File: config.mk
export PLATFORM = sky130hd
export DESIGN_NAME = lsu_mem_master
export DESIGN_NICKNAME = d
export VERILOG_FILES = /design/src/rtl/lsu_pkg.sv /design/src/rtl/lsu_mem_master.sv
export SDC_FILE = /design/constraint.sdc
export NUM_CORES = 1
export LEC_CHECK = 0
export CORE_ASPECT_RATIO = 0.6
export CORE_MARGIN = 3
export CORE_UTILIZATION = 41
export CTS_CLUSTER_SIZE = 8
export DETAILED_ROUTE_END_ITERATION = 7
export GPL_TIMING_DRIVEN = 0
export PLACE_DENSITY = 0.78
export SYNTH_ARGS = -nofsm -noshare
export SYNTH_HDL_FRONTEND = slang
export SYNTH_SLANG_ARGS = --single-unit
File: constraint.sdc
create_clock -name clk -period 1.8 [get_ports clk]
set_input_delay 0.27 -clock clk [delete_from_list [all_inputs] [get_ports clk]]
set_output_delay 0.27 -clock clk [all_outputs]
set_load 0.005 [all_outputs]
File: src/rtl/lsu_pkg.sv
// Shared types and default sizes for the LSU data-memory initiator.
package lsu_pkg;

    localparam int LSU_ADDR_W    = 64;
    localparam int LSU_DATA_W    = 32;
    localparam int LSU_MEM_WORDS = 1280;

    typedef enum logic [1:0] {
        IDLE   = 2'd0,
        ACCESS = 2'd1,
        RESP   = 2'd2
    } lsu_state_e;

endpackage

File: src/rtl/lsu_mem_master.sv
// Initiator side of the data-memory port. A single load/store is accepted
// from the pipeline, turned into registered mem_read/mem_write strobes for
// one cycle (data_memory acts on the falling edge), and its result is
// returned on a valid/ready response handshake. One access in flight.
//
// Optional feature macro: LSU_BOUNDS_CHECK_EN
//   defined   -> requests with req_addr >= MEM_WORDS drive no strobe and
//                complete with rsp_err=1, rsp_rdata=0 at the normal latency.
//   undefined -> rsp_err is constant 0, all addresses are forwarded.
module lsu_mem_master
    import lsu_pkg::*;
#(
    parameter int ADDR_W = LSU_ADDR_W,
    parameter int DATA_W = LSU_DATA_W
`ifdef LSU_BOUNDS_CHECK_EN
    ,
    parameter int MEM_WORDS = LSU_MEM_WORDS
`endif
) (
    input  logic              clk,
    input  logic              rst,
    input  logic              req_valid,
    output logic              req_ready,
    input  logic              req_write,
    input  logic [ADDR_W-1:0] req_addr,
    input  logic [DATA_W-1:0] req_wdata,
    output logic              rsp_valid,
    input  logic              rsp_ready,
    output logic [DATA_W-1:0] rsp_rdata,
    output logic              rsp_err,
    output logic [ADDR_W-1:0] address,
    output logic [DATA_W-1:0] write_data,
    output logic              mem_write,
    output logic              mem_read,
    input  logic [DATA_W-1:0] read_data
);

    lsu_state_e state;
    lsu_state_e state_next;
    logic       accept;
    logic       oob;       // incoming request targets a word outside data_memory
    logic       err_pend;  // the access now in ACCESS was rejected

    assign req_ready = (state == IDLE) | ((state == RESP) & rsp_ready);
    assign accept    = req_valid & req_ready;

`ifdef LSU_BOUNDS_CHECK_EN
    assign oob = (req_addr >= ADDR_W'(MEM_WORDS));

    // Remember whether the access being performed was rejected by the bounds check
    always_ff @(posedge clk) begin
        if (rst) begin
            err_pend <= 1'b0;
        end else if (accept) begin
            err_pend <= oob;
        end
    end
`else
    assign oob      = 1'b0;
    assign err_pend = 1'b0;
`endif

    // Next-state decode: a rejected access still passes through ACCESS so the
    // response latency is identical to a real memory access
    always_comb begin
        state_next = state;
        case (state)
            IDLE:    if (accept) state_next = ACCESS;
            ACCESS:  state_next = RESP;
            RESP:    if (rsp_ready) state_next = accept ? ACCESS : IDLE;
            default: state_next = IDLE;
        endcase
    end

    // State register plus all registered memory-side and response outputs
    always_ff @(posedge clk) begin
        if (rst) begin
            state      <= IDLE;
            mem_read   <= 1'b0;
            mem_write  <= 1'b0;
            address    <= '0;
            write_data <= '0;
            rsp_valid  <= 1'b0;
            rsp_rdata  <= '0;
            rsp_err    <= 1'b0;
        end else begin
            state <= state_next;

            // Strobes are high only during the single ACCESS cycle that follows accept
            if (accept) begin
                address    <= req_addr;
                write_data <= req_wdata;
                mem_read   <= ~req_write & ~oob;
                mem_write  <= req_write & ~oob;
            end else begin
                mem_read   <= 1'b0;
                mem_write  <= 1'b0;
            end

            // mem_read is still high in ACCESS for a load, so it selects the read word
            if (state == ACCESS) begin
                rsp_valid <= 1'b1;
                rsp_rdata <= mem_read ? read_data : '0;
                rsp_err   <= err_pend;
            end else if ((state == RESP) && rsp_ready) begin
                rsp_valid <= 1'b0;
            end
        end
    end

endmodule

# == Word-level counts from Yosys, hierarchy flattened ==
# Index checks and enable logic that the tools add are counted.
# classes
eq_ne,4
mux,7
bitwise,5
reduce_logical,5
# ops
cell,count
$mux W32,1
$pmux W2 S3,1
$mux W2,2
$ne A2 B2 Y1 const B,2
$mux W1,3
$and A1 B1 Y1,2
$eq A2 B1 Y1 const B,1
$eq A2 B2 Y1 const B,1
$logic_not A2 Y1,1
$not A1 Y1,2
$reduce_and A2 Y1,1
$reduce_bool A2 Y1,1
$reduce_or A2 Y1,1
$logic_and A1 B1 Y1,1
$or A1 B1 Y1,1
# totals
ff_bits,133
input_bits,133
out_inout_bits,133

# == Longest topological paths before layout ==
# logic_depth
word_depth,7
ltp_mapped,6

# == Worst setup path after synthesis ==
# OpenSTA, ideal clock, no wires.
# synth_path
kind,reg-to-reg
startpoint,reg state[1]
endpoint,reg address[53]
setup_time_ns,0.072
t_arrival_ns,1.185
path_slack_ns,0.544
stages_incl_launch_ff,7
path_buffers,3
synth_period_minus_slack_ns,1.256
path_cell_list,dfxtp_1 -> nor2b_4 -> nor3b_2 -> buf_6 -> buf_6 -> buf_8 -> mux2i_1
# synth_via
elab_chain_cells,4
elab_cells_between_ends,5
cone_classes,1 x eq/ne; 3 x bitwise; 1 x reduce/logical
# synth_rtl
item,line_no,source
from (decl),lsu_mem_master.sv:38,lsu_state_e state;
from (signal assigned),lsu_mem_master.sv:87,state <= state_next;
$eq A2 B2 Y1,lsu_mem_master.sv:44,assign req_ready = (state == IDLE) | ((state == RESP) & rsp_ready);
$and A1 B1 Y1,lsu_mem_master.sv:44,
$or A1 B1 Y1 *,lsu_mem_master.sv:44,
$and A1 B1 Y1 *,lsu_mem_master.sv:45,assign accept = req_valid & req_ready;
to (signal assigned),lsu_mem_master.sv:91,address <= req_addr;
to (decl),lsu_mem_master.sv:31,"output logic [ADDR_W-1:0] address,"
# Mark *: on every way between the ends. The rest lies on a longest branch, timed or not.
# A chain may end at the register's enable or synchronous reset.

# == Final worst setup path ==
# layout_path
startpoint,reg state[1]
endpoint,out req_ready
# layout_via
elab_chain_cells,3
elab_cells_between_ends,4
cone_classes,1 x eq/ne; 2 x bitwise; 1 x reduce/logical
# layout_rtl
item,line_no,source
$eq A2 B2 Y1,lsu_mem_master.sv:44,
$and A1 B1 Y1,lsu_mem_master.sv:44,
$or A1 B1 Y1 *,lsu_mem_master.sv:44,
to (decl),lsu_mem_master.sv:23,"output logic req_ready,"
# Marks and branches as above.

==> impl_metrics.toml <==
[synth]
synth_seq_cells = 133
synthFlopType = "dfxtp_1"
syn_nets = 713
yosysMostFrequentCell = "nand2b_1"
netlist_area_um2 = 5614
synthTopCellsByArea = "dfxtp_1 (47%), nand2b_1 (22%), mux2i_1 (17%)"
synthTopCellsByCount = "nand2b_1 (194), dfxtp_1 (133), mux2i_1 (96)"
syn_inst = 580
synth_top_area_share_pct = 47.43
synth_cell_types = 22
synth_edf_count = 0
synth_warnings = 0
synthArstFlopShare_pct = 0
ys_seq_area_share_pct = 47.43
synth.avg_cell_area_um2 = 9.680
synth_top_area_cell = "dfxtp_1"

[power_and_ir_drop]
powerDensity_nw_per_um2 = 867.3
vdd_drop_max_v = 0.0006869
p_leak_nw = 3.411

[route]
postRouteWirelength_um = 17130
drc = 0
ant_nets = 0
drtPass1Iterations = 4
vias_per_cell = 4.798
dr_wl_met3_um = 941
met2_length_um = 7972
route.detailed.wl_per_inst_um = 16.39
drtIter0Drc = 194
num_vias = 5014
top_layer = "met4"
drt-met1-wl_um = 7881

[die]
die_w_um = 157.1
dieArea_um2 = 15180
coreArea_um2 = 13090
rows = 32
ios = 266
initial_core_util_pct = 42.88
die_h_um = 96.64

[cells_and_area]
n_antenna_cell = 0
final_layout_size_suffix_gt1_share_pct = 5.943
multi_input_area_um2 = 2699
fill_cells = 984
nets = 995
area_growth_pct = 61.07
final-seq-area_um2 = 2664
final_core_util_pct = 69.07

[timing]
hold_viol = 0
fin_ws_ps = 61.83
setup_viol = 0
skew_ps = 9.265
slew_violations = 0
min_period_ps = 1738
rsz0062_at_grt = "no"
fin_crit_sh_pct = 96.56
max_slew_margin_pct = 57.45
max_freq_ghz = 0.5753
worstMarginPinSlew_ps = 638.2

[critical_path]
critPathKind = "flop to output pin"
cp-start-kind = "flop"
worst-r2r-setup-slack_ps = 320
end_kind = "output pin"
worstPathMaxFanout = 4
arrival_ps = 1470
cp.required_ps = 1530

[cts]
cts_root_buffer = "clkbuf_16"
tritoncts = "built"
clkTransAtPathRegs_ps = 60
cts_made_buffers = 17
cts_buffer_depth = 2
cts_sinks = 133
h-tree-depth = 4
postCtsSetupBuffers = 0
worstSkewPairLatency_ps = 400

[place]
gp_congestion = 0.7935
io_buffers = 263
dp.final_hpwl_um = 13320
pre_cts_ws_ps = -102.8

[global_route]
grt_pass1_wl_um = 27220
grt_start_max_net_pins = 17
antenna_found_initial = 0
grt_use_total_pct = 22.24
grt_pass1_vias = 5185
gr-total-overflow = 0

[worst_hold_path]
hold_path.class = "input pin to flop"

[run_status]
status = "complete, no violations"

[run]
drv_cap = 0
worst max-delay path, stage by stage (launching register included):
cell             delay, ps
dfxtp_2                340
nor2b_4                130
nor2_1                  80
clkdlybuf4s50_1        520
sequential cells by signal (all words and copies together) (netlist names):
register,count
write_data,32
mem_write,1
mem_read,1
rsp_rdata,32
rsp_valid,1
state,2
address,64
kinds of logic (layout without fill, tap and decap cells):
group	Yosys count	after routing	synth area share, %
and+or+nand+nor	266	266	27.72
DFF	133	133	47.43
muxes	96	96	17.12
buffers and inverters	49	344	4.501
AOI/OAI and AO/OA	35	35	3.165
other	1	1	0.06680
what timing repair did:
action                     CTS  global route
hold buffers                 0             0
setup endpoints to repair    0             1
resized for setup            0             1
layout by cell type, fill, tap and decap left out, drive strengths merged:
cell,count
dfxtp,133
o21ai,1
buf,20
clkinv,4
conb,1
and3b,1
bufinv,2
nand2b,194
a211oi,1
mux2i,96
nor2b,3
nor2,2
nand3,32
clkinvlp,3
nand2,32
clkdlybuf4s50,263
a21oi,33
nor3b,2
clkbuf,47
inv,5
area by class of cell:
class / instances / share of cell area [%]
flip-flops and latches: 133 / 29.46
clock buffers: 19 / 4.788
repair buffers: 263 / 29.11
plain buffers: 48 / 2.754
well taps: 170 / 2.352
clock inverters: 13 / 1.647
multi-input cells: 398 / 29.85
inverters: 1 / 0.04151
worst paths after layout:
check | depth (start not counted) | endpoint | from
hold reg to reg | 2 | rsp_rdata[26]$_SDFFE_PP0P_ | rsp_rdata[26]$_SDFFE_PP0P_
setup reg to reg | 6 | address[56]$_SDFFE_PP0N_ | state[1]$_SDFFE_PP0P_
hold / removal | 3 | address[63]$_SDFFE_PP0N_ | rst
setup / recovery | 3 | req_ready | state[1]$_SDFFE_PP0P_
layer usage:
layer  track usage, %  vias up
met1            29.84     2384
met3            4.962       23
li1                 -     2455
met5                0        -
met2            35.80      152
met4            6.800        0
stage by stage:
| stage | hold slack, ps | power (mW) | instances | cell area (um^2) | TNS, ps |
|---|---|---|---|---|---|
| after floorplan | 346.1 | 3.738 | 580 | 5614 | 0 |
| after CTS | 378.3 | 7.906 | 1045 | 9041 | 0 |
| after global placement | 438.8 | 4.450 | 1013 | 8459 | -10.54 |
| after detailed placement | 446.5 | 4.488 | 1013 | 8459 | -1061 |
| final | 379.5 | 7.843 | 1045 | 9042 | 0 |
| after global routing | 394.6 | 8.139 | 1045 | 9042 | 0 |
report_power, final:
| group | switching, mW | internal [mW] | total [mW] |
|---|---|---|---|
| Combinational | 0.444 | 0.776 | 1.22 |
| Clock | 1.36 | 2.06 | 3.42 |
| Sequential | 0.0950 | 3.11 | 3.20 |
Power figures use the tool's default switching activity.
